===== config.mk =====
export PLATFORM = sky130hd
export DESIGN_NAME = rx_char_sequencer
export DESIGN_NICKNAME = d
export VERILOG_FILES = /design/src/rtl/rx_char_sequencer.sv
export SDC_FILE = /design/constraint.sdc
export NUM_CORES = 1
export LEC_CHECK = 0
export CAP_MARGIN = 5
export CORE_MARGIN = 1
export CORE_UTILIZATION = 54
export DETAILED_ROUTE_END_ITERATION = 7
export PLACE_DENSITY = 0.81
export RECOVER_POWER = 25
export REMOVE_ABC_BUFFERS = 1
export SYNTH_ARGS = -nofsm -noshare
export SYNTH_HDL_FRONTEND = slang
export SYNTH_SLANG_ARGS = --single-unit
export TNS_END_PERCENT = 30

===== constraint.sdc =====
create_clock -name clk -period 3.1 [get_ports clk]
set_input_delay 0.31 -clock clk [delete_from_list [all_inputs] [get_ports clk]]
set_output_delay 0.31 -clock clk [all_outputs]
set_load 0.02 [all_outputs]

===== src/rtl/rx_char_sequencer.sv =====
// rx_char_sequencer
// Sits between the ISO7816 receive core and the host byte interface.
// - Captures good characters into a 2-entry FIFO with a valid/ready handshake.
// - Reports frame/parity errors and acknowledges the receive core's flags.
// - Runs the waiting-time (WWT) supervisor.
// Optional feature: define RX_SEQ_ERROR_SIGNAL_EN to compile in the T=0
// error-signal states (ERR_WAIT, ERR_DRIVE, ERR_END).
// Without RX_SEQ_ERROR_SIGNAL_EN:
// - every frame error is only reported;
// - ioDriveLow is tied low.

module rx_char_sequencer #(
    parameter int CLOCK_PER_BIT_WIDTH = 13,
    parameter int WT_WIDTH            = 16
) (
    input  logic                           clk,
    input  logic                           nReset,
    input  logic [CLOCK_PER_BIT_WIDTH-1:0] clocksPerBit,
    input  logic [7:0]                     rxDataIn,
    input  logic                           rxReadyFlag,
    input  logic                           rxFrameErrorFlag,
    input  logic                           rxOverrunFlag,
    input  logic                           rxRun,
    input  logic                           rxEndOfRx,
    output logic                           ackFlags,
    input  logic                           errSigEnable,
    input  logic [2:0]                     maxRetries,
    input  logic [WT_WIDTH-1:0]            waitTime,
    output logic                           ioDriveLow,
    output logic [7:0]                     dataOut,
    output logic                           dataValid,
    input  logic                           dataReady,
    output logic [2:0]                     parityErrorCount,
    output logic                           retryExhausted,
    output logic                           overrun,
    output logic                           timeout,
    input  logic                           clearStatus
);

    typedef enum logic [2:0] {
        IDLE,
        CAPTURE
`ifdef RX_SEQ_ERROR_SIGNAL_EN
        ,
        ERR_WAIT,
        ERR_DRIVE,
        ERR_END
`endif
    } SeqState;

    SeqState state;

    logic readySync;
    logic readyQ;
    logic frameSync;
    logic frameQ;
    logic readyRise;
    logic frameRise;

    logic [7:0] fifoMem [2];
    logic       wrPtr;
    logic       rdPtr;
    logic [1:0] fifoCount;
    logic       fifoFull;
    logic       push;
    logic       pop;
    logic       drop;

    logic [2:0] incCount;
    logic [CLOCK_PER_BIT_WIDTH-1:0] cpbMinus1;

    logic [CLOCK_PER_BIT_WIDTH-1:0] wwtPresc;
    logic [WT_WIDTH-1:0]            wwtEtu;
    logic                           wwtRunning;

`ifdef RX_SEQ_ERROR_SIGNAL_EN
    logic [CLOCK_PER_BIT_WIDTH-1:0] errCnt;
    logic                           driveLowReg;
    logic                           takeErrPath;

    assign takeErrPath = errSigEnable && (parityErrorCount < maxRetries);
    assign ioDriveLow  = driveLowReg;
`else
    logic unusedErrSigEnable;

    assign unusedErrSigEnable = errSigEnable;
    assign ioDriveLow         = 1'b0;
`endif

    assign readyRise = readySync & ~readyQ;
    assign frameRise = frameSync & ~frameQ;

    assign fifoFull  = (fifoCount == 2'd2);
    assign dataValid = (fifoCount != 2'd0);
    assign dataOut   = fifoMem[rdPtr];
    assign pop       = dataValid & dataReady;
    // A full FIFO that is popping in the same cycle still has room for the new byte.
    assign push      = (state == CAPTURE) && (!fifoFull || pop);
    assign drop      = (state == CAPTURE) && fifoFull && !pop;

    assign incCount  = (parityErrorCount == 3'd7) ? 3'd7 : parityErrorCount + 3'd1;
    assign cpbMinus1 = clocksPerBit - 1'b1;

    // Sample the receive-core flags and keep the previous sample so only rising edges act.
    always_ff @(posedge clk or negedge nReset) begin
        if (!nReset) begin
            readySync <= 1'b0;
            readyQ    <= 1'b0;
            frameSync <= 1'b0;
            frameQ    <= 1'b0;
        end else begin
            readySync <= rxReadyFlag;
            readyQ    <= readySync;
            frameSync <= rxFrameErrorFlag;
            frameQ    <= frameSync;
        end
    end

    // Sequencer:
    // - acks the receive core;
    // - tracks consecutive errors;
    // - owns the sticky error/overrun flags;
    // - drives the T=0 error signal.
    always_ff @(posedge clk or negedge nReset) begin
        if (!nReset) begin
            state            <= IDLE;
            ackFlags         <= 1'b0;
            parityErrorCount <= 3'd0;
            retryExhausted   <= 1'b0;
            overrun          <= 1'b0;
`ifdef RX_SEQ_ERROR_SIGNAL_EN
            errCnt           <= '0;
            driveLowReg      <= 1'b0;
`endif
        end else begin
            ackFlags <= 1'b0;

            case (state)
                IDLE: begin
`ifdef RX_SEQ_ERROR_SIGNAL_EN
                    if (frameRise && takeErrPath) begin
                        state  <= ERR_WAIT;
                        errCnt <= '0;
                    end else
`endif
                    if (frameRise) begin
                        ackFlags         <= 1'b1;
                        parityErrorCount <= incCount;
                        if (incCount >= maxRetries) begin
                            retryExhausted <= 1'b1;
                        end
                    end else if (readyRise) begin
                        state    <= CAPTURE;
                        ackFlags <= 1'b1;
                    end
                end

                CAPTURE: begin
                    parityErrorCount <= 3'd0;
                    state            <= IDLE;
                end

`ifdef RX_SEQ_ERROR_SIGNAL_EN
                ERR_WAIT: begin
                    if (errCnt == cpbMinus1) begin
                        state       <= ERR_DRIVE;
                        errCnt      <= '0;
                        driveLowReg <= 1'b1;
                    end else begin
                        errCnt <= errCnt + 1'b1;
                    end
                end

                ERR_DRIVE: begin
                    if (errCnt == cpbMinus1) begin
                        state       <= ERR_END;
                        errCnt      <= '0;
                        driveLowReg <= 1'b0;
                    end else begin
                        errCnt <= errCnt + 1'b1;
                    end
                end

                ERR_END: begin
                    if (!rxRun) begin
                        state            <= IDLE;
                        ackFlags         <= 1'b1;
                        parityErrorCount <= incCount;
                        if (incCount >= maxRetries) begin
                            retryExhausted <= 1'b1;
                        end
                    end
                end
`endif

                default: begin
                    state <= IDLE;
                end
            endcase

            if (clearStatus) begin
                parityErrorCount <= 3'd0;
                retryExhausted   <= 1'b0;
            end

            // A byte dropped on a full FIFO beats a simultaneous clear.
            // A clear beats the receive core's overrun level.
            if (drop) begin
                overrun <= 1'b1;
            end else if (clearStatus) begin
                overrun <= 1'b0;
            end else if (rxOverrunFlag) begin
                overrun <= 1'b1;
            end
        end
    end

    // Two-entry host FIFO with wrapping one-bit pointers.
    always_ff @(posedge clk or negedge nReset) begin
        if (!nReset) begin
            fifoMem[0] <= 8'h00;
            fifoMem[1] <= 8'h00;
            wrPtr      <= 1'b0;
            rdPtr      <= 1'b0;
            fifoCount  <= 2'd0;
        end else begin
            if (push) begin
                fifoMem[wrPtr] <= rxDataIn;
                wrPtr          <= ~wrPtr;
            end
            if (pop) begin
                rdPtr <= ~rdPtr;
            end
            if (push && !pop) begin
                fifoCount <= fifoCount + 2'd1;
            end else if (pop && !push) begin
                fifoCount <= fifoCount - 2'd1;
            end
        end
    end

    assign wwtRunning = (state == IDLE) && !rxRun && (wwtEtu != waitTime);

    // Waiting-time supervisor.
    // - Counts whole etus while the line is idle.
    // - Restarts on end-of-character or clear.
    // - Holds once the limit is reached.
    always_ff @(posedge clk or negedge nReset) begin
        if (!nReset) begin
            wwtPresc <= '0;
            wwtEtu   <= '0;
            timeout  <= 1'b0;
        end else if (clearStatus || rxEndOfRx || (waitTime == '0)) begin
            wwtPresc <= '0;
            wwtEtu   <= '0;
            if (clearStatus) begin
                timeout <= 1'b0;
            end
        end else if (wwtRunning) begin
            if (wwtPresc == cpbMinus1) begin
                wwtPresc <= '0;
                wwtEtu   <= wwtEtu + 1'b1;
                if ((wwtEtu + 1'b1) == waitTime) begin
                    timeout <= 1'b1;
                end
            end else begin
                wwtPresc <= wwtPresc + 1'b1;
            end
        end
    end

endmodule


Word-level counts from Yosys, hierarchy flattened
Cells that the tools add are included.

Register bits: 63. Word-level logic and storage cells: 114.

Add/sub/neg operators: 6. $lt $le $gt $ge: 4. Equal/unequal tests: 10. Multiplexer cells: 36. Bitwise gates (word level): 9. Reduce and logical (&&, ||, !) cells: 32.

Operator list (count): $mux 16 (3); $mux 13 (3); $mux 8 (4); $mux 3 (6); $add 16x1->16 const B (1); $bwmux 16 (1); $eq 16x16->1 (1); $logic_not 16->1 (1); $ne 16x16->1 (1); $reduce_bool 2->1 (8); $mux 1 (15); $add 13x1->13 const B (1); $eq 13x13->1 (1); $sub 13x1->13 const B (1); $demux 8 s1 (1); $logic_and 1x1->1 (8); $ne 2x2->1 const B (3); $pmux 3 s2 (1); $reduce_and 2->1 (3); $reduce_bool 3->1 (2); $ge 2x2->1 const B (2); $logic_not 1->1 (4); $mux 2 (2); $not 1->1 (4); 15 further kinds (20).

Longest topological paths before layout
Word-level depth: 8. Depth in mapped cells: 12.

Worst setup path after synthesis
OpenSTA, ideal clock, no wires.

Kind: input to register. Start: input clocksPerBit[0]. End: register wwtEtu[13]. Arrival: 2.773 ns. Slack: 0.190 ns. Stages on the path: 10. Cell sequence: buf_6 or4_4 or3_1 a2111oi_2 o211ai_1 or4_4 buf_6 buf_4 o31ai_1 a21oi_1.

Longest elaborated chain between the ends: 4.

RTL lines: start: declaration (line 18) `input logic [CLOCK_PER_BIT_WIDTH-1:0] clocksPerBit,`; $sub 13x1->13 (line 102) `assign cpbMinus1 = clocksPerBit - 1'b1;`; $eq 13x13->1 (line 260) `if (wwtPresc == cpbMinus1) begin`; $reduce_bool 2->1 (no line); $reduce_and 2->1 (no line); end signal: assignment (line 262) `wwtEtu <= wwtEtu + 1'b1;`; end: declaration (line 73) `logic [WT_WIDTH-1:0] wwtEtu;`.

No other way between the ends. A chain may end at the register's enable or synchronous reset.

Worst setup path after layout
Start: input clocksPerBit[5]. End: register wwtEtu[13].

Same word-level chain as after synthesis.

==> impl_metrics.yaml <==
outcome:
  status: "finished, final reports clean"
cts:
  cts_tree: "done"
  cts_max_level: 3
  cts.sinks: 61
  clockRootBuffer: "clkbuf_8"
  numCtsBuffers: 9
  clkTransAtPathRegs_ns: 0.07
  clockBufferDepth: 2
  clock_latency_ns: 0.34
floorplanning:
  io_pins: 67
  coreArea_mm2: 0.00729
  start_util: 0.562
  rows: 31
  die-area_mm2: 0.00794
  fp.dieW_um: 89.1
  die_h_um: 89.1
pwr:
  p_leak_nw: 2.12
  p_per_area_mw_per_mm2: 495
  vdd_drop_max_v: 0.000386
synth:
  ys_ff_latch: 61
  synth_largest_area_cell: "dfrtp_1"
  synth_area_mm2: 0.00410
  synth_area_leaders: "dfrtp_1, xnor2_1, mux2_2"
  synth_top_area_frac: 0.373
  syn_area_per_cell_um2: 9.10
  synth-seq-area-share: 0.373
  synth_cell_type_count: 61
  async_flop_share: 1.00
  synth_common_cells: "dfrtp_1, nor2_1, nand2_1, xnor2_1, a21oi_1"
  ys_warn_count: 0
  syn_inst: 450
  yosysMostFrequentCell: "dfrtp_1"
  synth_edf_count: 0
  synthFlopType: "dfrtp_1"
timing:
  skew_ns: 0.00729
  max_freq_ghz: 0.331
  period_minus_slack_ns: 3.02
  worst-slew-pin-transition_ns: 1.10
  slew_headroom: 0.266
  setup_violations: 0
  finalHoldViolCount: 0
  period_share: 0.975
  slew_viol_final: 0
  rsz0062_at_grt: "no"
detailed_routing:
  wirelength_mm: 11.0
  viasPerCell: 6.00
  post-route-drc-count: 0
  vias: 3845
  ant_nets: 0
  drtIter0Drc: 257
  first_pass_iters: 5
  wire_per_inst_um: 17.2
critical_path:
  reg2reg_from: "wwtPresc[6]"
  path_max_fanout: 6
  rr_worst_depth: 7
  worstPathArrival_ns: 3.29
  critPathLaunch: "clocksPerBit[5]"
  r2r-end: "wwtEtu[13]"
  critPathCapture: "wwtEtu[13]"
  startpoint_type: "input pin"
  end_kind: "flip-flop"
  path_class: "input pin to flip-flop"
  r2r_setup_slack_ns: 0.10
  required_ns: 3.37
place:
  gp_congestion: 0.991
  hpwl_mm: 7.78
  portBuffers: 64
  dp_cells: 620
final_layout:
  finish.utilization: 0.717
  fin_nets: 595
  fillers: 590
  fin_cells: 641
  diodes: 0
  area_delta_synth_final_pct: 27.7
  drive_above_1_share: 0.177
global_routing:
  grt-ovfl-total: 0
  grt_pass1_vias: 3593
  grt_antenna_before_repair: 0
  track_usage: 0.281
  grt_max_degree: 26
  grt_pass1_wl_mm: 16.8
job:
  maxCapViolations: 0
hold_path:
  hold_path.class: "flip-flop to flip-flop"
[cell families (layout without fill, tap and decap cells)]
| kind of cell | after synthesis | after routing | share of synthesized area |
|---|---|---|---|
| mux | 24 | 24 | 0.0660 |
| simple gates | 176 | 177 | 0.231 |
| other cells | 1 | 1 | 0.000916 |
| buf+inv | 39 | 130 | 0.0498 |
| flops | 61 | 61 | 0.373 |
| fa+ha+maj | 8 | 8 | 0.0244 |
| xor+xnor | 49 | 49 | 0.105 |
| compound gates | 92 | 92 | 0.150 |
[critical path, stage by stage]
cell and delay, ns:
clkdlybuf4s50_1 0.42, or4_4 0.50, or3_4 0.39, a2111oi_4 0.28, o211ai_1 0.18, or4_4 0.60, or4_1 0.44, a21oi_2 0.17
[routing by layer]
metal,part of all wire,vias up,global-route usage
met5,0,-,0
met4,0.015,0,0.111
met3,0.062,20,0.0628
met2,0.50,149,0.471
met1,0.42,1864,0.354
li1,-,1812,-
[repair_timing]
item	in CTS	in global routing
gates cloned	1	0
setup endpoints to repair	2	11
endpoints found under the hold margin	18	0
resized for setup	0	12
hold buffers	1	0
buffers inserted	0	3
pin swaps	1	4
[area by class of cell]
| class | count | area, um^2 | share of cell area |
|---|---|---|---|
| Multi-Input combinational cell | 351 | 2420 | 0.462 |
| Sequential cell | 61 | 1530 | 0.292 |
| Clock inverter | 6 | 62.6 | 0.0120 |
| Timing Repair Buffer | 100 | 912 | 0.174 |
| Tap cell | 99 | 124 | 0.0237 |
| Clock buffer | 10 | 138 | 0.0263 |
| Inverter | 14 | 52.6 | 0.0100 |
[worst min-delay path by stage]
stage	startpoint	endpoint	slack, ns	cells after the start
after global routing	readySync	readyQ	0.41	0
after floorplan	nReset	ackFlags	0.01	0
final	readySync	readyQ	0.39	0
after detailed placement	nReset	wwtEtu[2]	0.29	1
after global placement	nReset	wwtEtu[2]	0.28	1
after CTS	readySync	readyQ	0.40	0
[where the power goes]
part / total [mW] / switching, mW / internal (mW)
registers: 1.05 / 0.111 / 0.939
logic: 0.826 / 0.365 / 0.461
clock network: 0.716 / 0.325 / 0.391
total: 2.59 / 0.801 / 1.79
[through the flow]
| stage | setup TNS [ns] | cell area (um^2) | hold WS, ns | setup WS [ns] | power, mW |
|---|---|---|---|---|---|
| CTS | -0.102 | 5170 | 0.396 | -0.0379 | 2.61 |
| global placement | -3.08 | 4950 | 0.279 | -0.275 | 1.83 |
| floorplan | -0.337 | 3940 | 0.0144 | -0.0902 | 1.49 |
| global route | 0 | 5230 | 0.411 | 0.00360 | 2.71 |
| detailed placement | -5.34 | 4950 | 0.294 | -0.366 | 1.88 |
| finish | 0 | 5230 | 0.393 | 0.0781 | 2.59 |
[flip-flops by register name (all words and copies together) (netlist names)]
signal,flops
retryExhausted,1
overrun,1
rdPtr,1
ackFlags,1
frameQ,1
fifoMem,16
readyQ,1
timeout,1
wwtPresc,13
wrPtr,1
readySync,1
state,1
wwtEtu,16
frameSync,1
fifoCount,2
parityErrorCount,3
[cells in the final DEF (no fill, tap or decap), types with 7 or more instances in the layout]
master           count
inv_1               14
clkbuf_8            10
clkdlybuf4s50_1     59
nor2_1              40
nand4_1             11
nor4_1              10
dfrtp_1             61
a21oi_1             22
mux2_2              24
nand2_1             33
o21ai_0             20
and3_1               7
nor3_1              12
ha_1                 8
buf_4               33
or3_1                8
xnor2_1             32
nand3_1             12
xor2_1              17
Power figures use the tool's default switching activity.
